### config.mk
export PLATFORM = sky130hd
export DESIGN_NAME = multicycle_ctrl
export DESIGN_NICKNAME = d
export VERILOG_FILES = /design/src/rtl/ctrl_pkg.sv /design/src/rtl/multicycle_ctrl.sv
export SDC_FILE = /design/constraint.sdc
export NUM_CORES = 1
export LEC_CHECK = 0
export CAP_MARGIN = 20
export CORE_AREA = 2 2 80 63
export CTS_CLUSTER_DIAMETER = 40
export DETAILED_ROUTE_END_ITERATION = 8
export DIE_AREA = 0 0 82 65
export PLACE_DENSITY = 0.82
export SLEW_MARGIN = 20
export SYNTH_ARGS = -nofsm -noshare
export SYNTH_HDL_FRONTEND = slang
export SYNTH_SLANG_ARGS = --single-unit
### constraint.sdc
create_clock -name clk_i -period 7.9 [get_ports clk_i]
set_clock_uncertainty 0.15 [all_clocks]
set_input_delay 0.79 -clock clk_i [delete_from_list [all_inputs] [get_ports clk_i]]
set_output_delay 0.79 -clock clk_i [all_outputs]
set_load 0.1 [all_outputs]
### src/rtl/ctrl_pkg.sv
// ---------------------------------------------------------------------------
// ctrl_pkg
// Shared encodings for the multicycle processor control FSM: instruction
// opcodes, ALU operation codes, ALU B-operand and PC-source mux selects, the
// FSM state enum, and the packed bundle of control outputs.
// ---------------------------------------------------------------------------
package ctrl_pkg;

  // Opcode field IR[31:26]
  localparam logic [5:0] OP_RTYPE = 6'b000000;
  localparam logic [5:0] OP_LW    = 6'b100011;
  localparam logic [5:0] OP_SW    = 6'b101011;
  localparam logic [5:0] OP_BEQ   = 6'b000100;
  localparam logic [5:0] OP_ADDI  = 6'b001000;
  localparam logic [5:0] OP_SLTI  = 6'b001010;
  localparam logic [5:0] OP_J     = 6'b000010;

  // ALU operation codes
  localparam logic [2:0] ALUOP_RTYPE = 3'b000;
  localparam logic [2:0] ALUOP_ADD   = 3'b001;
  localparam logic [2:0] ALUOP_SUB   = 3'b010;
  localparam logic [2:0] ALUOP_ADDI  = 3'b011;
  localparam logic [2:0] ALUOP_SLTI  = 3'b100;

  // ALU B-operand select
  localparam logic [1:0] SRCB_REGB    = 2'b00;
  localparam logic [1:0] SRCB_FOUR    = 2'b01;
  localparam logic [1:0] SRCB_IMM     = 2'b10;
  localparam logic [1:0] SRCB_IMM_SH2 = 2'b11;

  // PC source select
  localparam logic [1:0] PCSRC_ALU    = 2'b00;
  localparam logic [1:0] PCSRC_ALUOUT = 2'b01;
  localparam logic [1:0] PCSRC_JUMP   = 2'b10;

  typedef enum logic [3:0] {
    S_FETCH    = 4'd0,
    S_DECODE   = 4'd1,
    S_MEM_ADDR = 4'd2,
    S_MEM_RD   = 4'd3,
    S_LW_WB    = 4'd4,
    S_MEM_WR   = 4'd5,
    S_R_EXEC   = 4'd6,
    S_R_WB     = 4'd7,
    S_BRANCH   = 4'd8,
    S_IMM_EXEC = 4'd9,
    S_IMM_WB   = 4'd10,
    S_JUMP     = 4'd11,
    S_ILLEGAL  = 4'd15
  } state_e;

  // Every control output the FSM decodes, bundled so reset gating is one line.
  typedef struct packed {
    logic       pc_write;
    logic       pc_write_cond;
    logic       iord;
    logic       mem_read;
    logic       mem_write;
    logic       ir_write;
    logic       mem_to_reg;
    logic       reg_dst;
    logic       reg_write;
    logic       alu_src_a;
    logic [1:0] alu_src_b;
    logic [1:0] pc_source;
    logic [2:0] alu_op;
    logic       illegal;
    logic       retire;
  } ctrl_t;

  // True for the seven opcodes the machine implements.
  function automatic logic is_known_op(input logic [5:0] op);
    return (op == OP_RTYPE) || (op == OP_LW)   || (op == OP_SW) ||
           (op == OP_BEQ)   || (op == OP_ADDI) || (op == OP_SLTI) ||
           (op == OP_J);
  endfunction

endpackage

### src/rtl/multicycle_ctrl.sv
// ---------------------------------------------------------------------------
// multicycle_ctrl
// Control FSM for a classic multicycle MIPS-style datapath. Sequences each
// instruction through FETCH/DECODE and the class-specific execute, memory and
// write-back states, drives the datapath strobes and mux selects, and counts
// retired instructions.
//
// Ports
//   clk_i          rising-edge clock
//   rst_i          asynchronous active-high reset
//   instr_op_i     IR[31:26], sampled only in DECODE
//   mem_ready_i    memory completes this cycle (used in FETCH/MEM_RD/MEM_WR)
//   PCWrite_o .. ALUSrcA_o   single-bit datapath strobes/selects
//   ALUSrcB_o      00 regB, 01 +4, 10 sign-ext imm, 11 imm<<2
//   PCSource_o     00 ALU, 01 ALUOut, 10 jump target
//   ALUop_o        000 R-type, 001 add, 010 sub, 011 addi, 100 slti
//   illegal_o      FSM parked in ILLEGAL
//   retire_o       one-cycle pulse in the last cycle of each instruction
//   retire_cnt_o   free-running retired-instruction count (wraps)
// ---------------------------------------------------------------------------
module multicycle_ctrl
  import ctrl_pkg::*;
#(
  parameter bit ILLEGAL_HALT = 1'b1
) (
  input  logic        clk_i,
  input  logic        rst_i,
  input  logic [5:0]  instr_op_i,
  input  logic        mem_ready_i,
  output logic        PCWrite_o,
  output logic        PCWriteCond_o,
  output logic        IorD_o,
  output logic        MemRead_o,
  output logic        MemWrite_o,
  output logic        IRWrite_o,
  output logic        MemtoReg_o,
  output logic        RegDst_o,
  output logic        RegWrite_o,
  output logic        ALUSrcA_o,
  output logic [1:0]  ALUSrcB_o,
  output logic [1:0]  PCSource_o,
  output logic [2:0]  ALUop_o,
  output logic        illegal_o,
  output logic        retire_o,
  output logic [31:0] retire_cnt_o
);

  state_e      state_q, state_d;
  logic [5:0]  op_q, op_d;
  logic [31:0] retire_cnt_q, retire_cnt_d;
  ctrl_t       ctrl;
  ctrl_t       ctrl_out;

  // State, latched opcode and retire counter
  always_ff @(posedge clk_i or posedge rst_i) begin
    if (rst_i) begin
      state_q      <= S_FETCH;
      op_q         <= '0;
      retire_cnt_q <= '0;
    end else begin
      state_q      <= state_d;
      op_q         <= op_d;
      retire_cnt_q <= retire_cnt_d;
    end
  end

  // Next-state logic. Only DECODE looks at instr_op_i; later states steer on
  // the latched op_q so the IR may change underneath without effect.
  always_comb begin
    state_d = state_q;
    op_d    = op_q;
    unique case (state_q)
      S_FETCH: begin
        if (mem_ready_i) state_d = S_DECODE;
      end
      S_DECODE: begin
        op_d = instr_op_i;
        unique case (instr_op_i)
          OP_LW, OP_SW:     state_d = S_MEM_ADDR;
          OP_RTYPE:         state_d = S_R_EXEC;
          OP_BEQ:           state_d = S_BRANCH;
          OP_ADDI, OP_SLTI: state_d = S_IMM_EXEC;
          OP_J:             state_d = S_JUMP;
          default:          state_d = ILLEGAL_HALT ? S_ILLEGAL : S_FETCH;
        endcase
      end
      S_MEM_ADDR: state_d = (op_q == OP_SW) ? S_MEM_WR : S_MEM_RD;
      S_MEM_RD: begin
        if (mem_ready_i) state_d = S_LW_WB;
      end
      S_LW_WB:    state_d = S_FETCH;
      S_MEM_WR: begin
        if (mem_ready_i) state_d = S_FETCH;
      end
      S_R_EXEC:   state_d = S_R_WB;
      S_R_WB:     state_d = S_FETCH;
      S_BRANCH:   state_d = S_FETCH;
      S_IMM_EXEC: state_d = S_IMM_WB;
      S_IMM_WB:   state_d = S_FETCH;
      S_JUMP:     state_d = S_FETCH;
      S_ILLEGAL:  state_d = S_ILLEGAL;
      default:    state_d = S_FETCH;
    endcase
  end

  // Output decode from state (and mem_ready_i in the memory-handshake states)
  always_comb begin
    ctrl = '0;
    unique case (state_q)
      S_FETCH: begin
        ctrl.mem_read  = 1'b1;
        ctrl.alu_src_b = SRCB_FOUR;
        ctrl.alu_op    = ALUOP_ADD;
        ctrl.pc_source = PCSRC_ALU;
        // IR and PC+4 are committed only in the cycle the read completes.
        ctrl.ir_write  = mem_ready_i;
        ctrl.pc_write  = mem_ready_i;
      end
      S_DECODE: begin
        // Branch target precomputed into ALUOut while the opcode is decoded.
        ctrl.alu_src_b = SRCB_IMM_SH2;
        ctrl.alu_op    = ALUOP_ADD;
      end
      S_MEM_ADDR: begin
        ctrl.alu_src_a = 1'b1;
        ctrl.alu_src_b = SRCB_IMM;
        ctrl.alu_op    = ALUOP_ADD;
      end
      S_MEM_RD: begin
        ctrl.mem_read = 1'b1;
        ctrl.iord     = 1'b1;
      end
      S_LW_WB: begin
        ctrl.reg_write  = 1'b1;
        ctrl.mem_to_reg = 1'b1;
        ctrl.retire     = 1'b1;
      end
      S_MEM_WR: begin
        ctrl.mem_write = 1'b1;
        ctrl.iord      = 1'b1;
        ctrl.retire    = mem_ready_i;
      end
      S_R_EXEC: begin
        ctrl.alu_src_a = 1'b1;
        ctrl.alu_src_b = SRCB_REGB;
        ctrl.alu_op    = ALUOP_RTYPE;
      end
      S_R_WB: begin
        ctrl.reg_write = 1'b1;
        ctrl.reg_dst   = 1'b1;
        ctrl.retire    = 1'b1;
      end
      S_BRANCH: begin
        ctrl.alu_src_a     = 1'b1;
        ctrl.alu_src_b     = SRCB_REGB;
        ctrl.alu_op        = ALUOP_SUB;
        ctrl.pc_write_cond = 1'b1;
        ctrl.pc_source     = PCSRC_ALUOUT;
        ctrl.retire        = 1'b1;
      end
      S_IMM_EXEC: begin
        ctrl.alu_src_a = 1'b1;
        ctrl.alu_src_b = SRCB_IMM;
        ctrl.alu_op    = (op_q == OP_SLTI) ? ALUOP_SLTI : ALUOP_ADDI;
      end
      S_IMM_WB: begin
        ctrl.reg_write = 1'b1;
        ctrl.retire    = 1'b1;
      end
      S_JUMP: begin
        ctrl.pc_write  = 1'b1;
        ctrl.pc_source = PCSRC_JUMP;
        ctrl.retire    = 1'b1;
      end
      S_ILLEGAL: begin
        ctrl.illegal = 1'b1;
      end
      default: ctrl = '0;
    endcase
  end

  always_comb begin
    retire_cnt_d = retire_cnt_q + (ctrl.retire ? 32'd1 : 32'd0);
  end

  // Reset silences every strobe immediately, not just at the next edge.
  assign ctrl_out = rst_i ? '0 : ctrl;

  assign PCWrite_o     = ctrl_out.pc_write;
  assign PCWriteCond_o = ctrl_out.pc_write_cond;
  assign IorD_o        = ctrl_out.iord;
  assign MemRead_o     = ctrl_out.mem_read;
  assign MemWrite_o    = ctrl_out.mem_write;
  assign IRWrite_o     = ctrl_out.ir_write;
  assign MemtoReg_o    = ctrl_out.mem_to_reg;
  assign RegDst_o      = ctrl_out.reg_dst;
  assign RegWrite_o    = ctrl_out.reg_write;
  assign ALUSrcA_o     = ctrl_out.alu_src_a;
  assign ALUSrcB_o     = ctrl_out.alu_src_b;
  assign PCSource_o    = ctrl_out.pc_source;
  assign ALUop_o       = ctrl_out.alu_op;
  assign illegal_o     = ctrl_out.illegal;
  assign retire_o      = ctrl_out.retire;
  assign retire_cnt_o  = retire_cnt_q;

endmodule
Yosys cells after proc, flatten, opt, wreduce, memory -nomap -nowiden
Cells that the tools add are included.

Register bits after elaboration: 42. Output and inout port bits: 51. Logic and storage cells: 63.

Add/sub/neg operators: 1. Equal/unequal tests: 23. Muxes and demuxes: 24. Reductions and logical operators: 12.

Operators with widths (number): 32-bit by 1-bit adder with 32-bit output (1); 4-bit one-hot mux with 8 select lines (1); 4-bit equality test, second input constant (5); 4-bit one-hot mux with 5 select lines (1); 19-bit two-way mux (1); 6-bit by 4-bit equality test with 1-bit output, second input constant (3); 6-bit equality test, second input constant (3); 4-bit by 3-bit equality test with 1-bit output, second input constant (4); 4-bit two-way mux (3); 1-bit two-way mux (11); 2-bit OR reduction (5); 3-bit one-hot mux with 3 select lines (1); 4-bit by 2-bit equality test with 1-bit output, second input constant (2); 6-bit by 2-bit equality test with 1-bit output, second input constant (1); 6-bit by 3-bit equality test with 1-bit output, second input constant (1); 6-bit logical NOT (1); 3-bit two-way mux (2); 2-bit != test, second input constant (3); 2-bit one-hot mux with 3 select lines (1); 3-bit OR reduction (2); 5-bit OR reduction (1); 4-bit by 1-bit equality test with 1-bit output, second input constant (1); 4-bit logical NOT (1); 1-bit one-hot mux with 2 select lines (2); 3 further kinds (3).

Depth between registers and ports, before layout
Depth in word-level cells: 5. Mapped depth: 10. Gate-level depth less buffers: 9.

Worst setup path after synthesis
OpenSTA, ideal clock, no wires.

Kind: reg2out. Start: register state_q[0]. End: output ALUop_o[0]. Arrival: 5.600 ns. Required time: 6.960 ns. Path slack: 1.360 ns. Cell stages (with the launch flop): 5. Path buffers: 2. Path through: dfrtp_1 clkbuf_1 clkbuf_1 a21boi_0 a2111oi_0.

Word-level cells in the longest chain between the ends: 4. Elaborated cells on any way between the ends: 8.

Ends and longest elaborated chain: start: declaration (line multicycle_ctrl.sv:48) `state_e state_q, state_d;`; start signal: assignment (line multicycle_ctrl.sv:61) `state_q <= state_d;`; 4-bit by 1-bit equality test with 1-bit output, or another cell as far along (line multicycle_ctrl.sv:109) `unique case (state_q)`; 3-bit OR reduction (no source line); 3-bit one-hot mux with 3 select lines (*) (line multicycle_ctrl.sv:109); 19-bit two-way mux (*) (line multicycle_ctrl.sv:187) `assign ctrl_out = rst_i ? '0 : ctrl;`; end: declaration (line multicycle_ctrl.sv:42) `output logic [2:0] ALUop_o,`.

Mark *: on every way between the ends. The rest lies on a longest branch, timed or not.

Worst setup path after layout
Start: input rst_i. End: output retire_o.

Word-level cells in the longest chain between the ends: 1.

Ends and longest elaborated chain: start: declaration (line multicycle_ctrl.sv:27) `input logic rst_i,`; 19-bit two-way mux (line multicycle_ctrl.sv:187); end: declaration (line multicycle_ctrl.sv:44) `output logic retire_o,`.

No other way between the ends.

==> summary.txt <==
Place
  – Post-DP HPWL: approximately 3700 um
  – Placed cell area: 2903 sq um
  – Pre-CTS setup slack: approximately 3.6 ns
  – Port Buffers: 59
  – Final GP Congestion: ~0.81

Worst setup path
  – Critical Path Fanout Max: 43
  – Setup crit end kind: primary output
  – CP arrival: around 3.3 ns
  – Critical path class: in2out
  – CP startpoint kind: primary input
  – Worst path required time: 6.96 ns

Global route
  – GRT overflow: 0
  – Gr usage total: 20.85%
  – Vias in the first global route: 1847
  – Largest net degree at the start of global routing: 44
  – Initial antenna violation count: 0
  – First-pass GRT wire length: 8542 um

Floorplanning
  – CORE AREA: 4624 sq um
  – Initial Util: 49.62%
  – Die height: 65 um
  – Row cnt: 22
  – Io pins: 60
  – Die Footprint: between 5000 and 6000 sq um
  – Die Wd: 82 um

Synth
  – Synthesized cell area: 2295 sq um
  – Cells after Synth: approximately 230
  – Synthesized flop and latch total: 42
  – Post-synthesis sequential area ratio: 45.80%
  – Syn nets: 243
  – Count of different cell masters after synthesis: 43
  – Synth area leaders: dfrtp_1, xor2_1, xnor2_1, nor3_1, nand2_1
  – Syn_area_per_cell: 9.891 sq um
  – Post-synth top area cell: dfrtp_1
  – Top cell type's share of synthesized area: between 40% and 50%
  – Synth warnings: 0

CTS
  – Clock Path Buffers: 2
  – Max H-tree Level: 2
  – Total CTS buffers: 5
  – Worst skew pair latency: about 0.30 ns
  – CTS tree: done
  – Post_cts resized: 0
  – Reg clk slew, reported paths: 0.08 ns
  – Clk sinks: 42
  – Setup bufs post-CTS: 0
  – Root Buffer: clkbuf_8
  – Hold Buf Count CTS: 0

Power and ir drop
  – Maximum vdd ir drop: 0.3027 mV
  – Sequential power share: 33.9%
  – Power share of the clock group: 13.8%
  – Pleak: 1.258 nW
  – Combinational Power Share: between 50% and 60%
  – Sw Pwr: 0.5189 mW
  – Switching Share: 52.78%
  – Internal: 0.4642 mW
  – P per Cell Area: about 330 nW/um^2

Timing
  – Setup tns final: 0 ns
  – RSZ-0062 raised after global routing: false
  – Final Cycle Share: about 54%
  – Slew @ Worst Pin: ~0.99 ns
  – Max-slew violations: 0
  – Final Hold Fails: 0
  – Min setup slack post-route: 3.624 ns
  – Max Clock Freq: approximately 0.23 GHz
  – Final min period: 4.276 ns
  – Hold_ws: 0.3296 ns
  – # setup viols final: 0
  – Relative slew slack: 33.52%

Drt
  – Antenna Nets Post-Route: 0
  – Vias/cell: 5.652
  – DRC: 0
  – Final wirelength: 5065 um
  – DR iter-0 viols: 95
  – DR vias: between 1500 and 2000
  – Wire length per cell: 14.55 um
  – First drt pass iteration count: 4

Final layout
  – Most common cell after layout, fill and taps aside: clkdlybuf4s50_1
  – Ant. Diodes: 0
  – Nets@finish: roughly 300
  – Design Area, Final: 2989 sq um
  – Layout cells sized above 1: approximately 8.0%
  – Fillers: between 300 and 400
  – Commonest cells after routing, fill and taps aside: clkdlybuf4s50_1, dfrtp_1, nand2_1, nor3_1, xor2_1
  – Layout area overhead: 30.26%

Min path
  – Hold crit path type: reg2reg

Job
  – Max Cap Viol: 0

Status
  – Status: finished clean
[critical path, stage by stage]
cell	delay [ns]
clkdlybuf4s50_1	0.63
inv_1	0.12
buf_4	0.46
and2_1	0.20
clkdlybuf4s50_1	1.12
[cells by family (layout without fill, tap and decap cells)]
kind of cell               Yosys count  count (layout)  share of synthesized area, %
AOI/OAI and AO/OA                   22              22                         6.653
and+or+nand+nor                    109             109                         26.66
DFF                                 42              42                         45.80
muxes                               10              10                         4.689
xor gates and xnor gates            30              30                         11.45
adders and majority gates            2               2                         1.090
buffers and inverters               17              73                         3.653
[worst paths after layout]
path                               endpoint  depth (start not counted)  slack [ns]        startpoint
setup / recovery                   retire_o                          5        3.62             rst_i
hold / removal             retire_cnt_o[31]                          1        0.33  retire_cnt_o[31]
setup reg to reg           retire_cnt_o[12]                          9        4.79        state_q[1]
hold reg to reg            retire_cnt_o[31]                          1        0.33  retire_cnt_o[31]
max in group asynchronous  retire_cnt_o[22]                          3        6.14             rst_i
min in group asynchronous        state_q[0]                          3        1.11             rst_i
[metrics by stage]
step,util [%],power [mW],cells
4_1_cts,64.64,0.9873,348
2_1_floorplan,-,0.7346,232
3_3_place_gp,62.77,0.8427,340
6_report,64.64,0.9831,348
5_1_grt,64.64,1.033,348
3_5_place_dp,62.77,0.8506,340
[registers in the layout, indices dropped and copies added (netlist names)]
name and cells:
state_q 4, op_q 6, retire_cnt_o 32
[power by group through the flow]
stage	combinational, mW	clock (mW)	sequential, mW
final	0.514	0.136	0.333
after global routing	0.540	0.148	0.345
after CTS	0.515	0.139	0.334
after detailed placement	0.514	0	0.336
after global placement	0.509	0	0.334
after floorplan	0.330	0	0.405
[metal layers]
layer / GRT usage (%) / vias to the layer above / routed length [um]
met1: 29.17 / 956 / 2272
li1: - / 941 / -
met3: 4.178 / 8 / 259
met4: 7.500 / 0 / 65
met5: 0 / - / 0
met2: 32.01 / 62 / 2468
[area by class of cell]
class	count	area [sq um]	share of cell area, %
clock inverters	2	13.76	0.4604
well taps	60	75.07	2.512
clock buffers	6	72.57	2.428
repair buffers	60	598.1	20.01
multi-input cells	173	1160	38.80
flip-flops and latches	42	1051	35.16
inverters	5	18.77	0.6279
[cells in the mapped netlist (all sizes together)]
cell type,instances
mux2i,4
and3,5
nand4bb,1
o31a,1
nor3b,3
a211oi,3
and4,4
clkbuf,8
o21ai,4
o32ai,1
nor2b,4
xnor2,13
a21boi,1
or2,2
xor2,17
nand4,6
o21a,1
dfrtp,42
or3,2
and2,3
o311ai,1
nand2,19
a32oi,1
ha,2
nand2b,6
a2111oi,1
mux2,6
nor2,11
o21ba,1
nand3,14
nor4,11
o41ai,1
a22oi,1
nor3,17
inv,5
buf,4
a21oi,5
or4,1
Power figures use the tool's default switching activity.
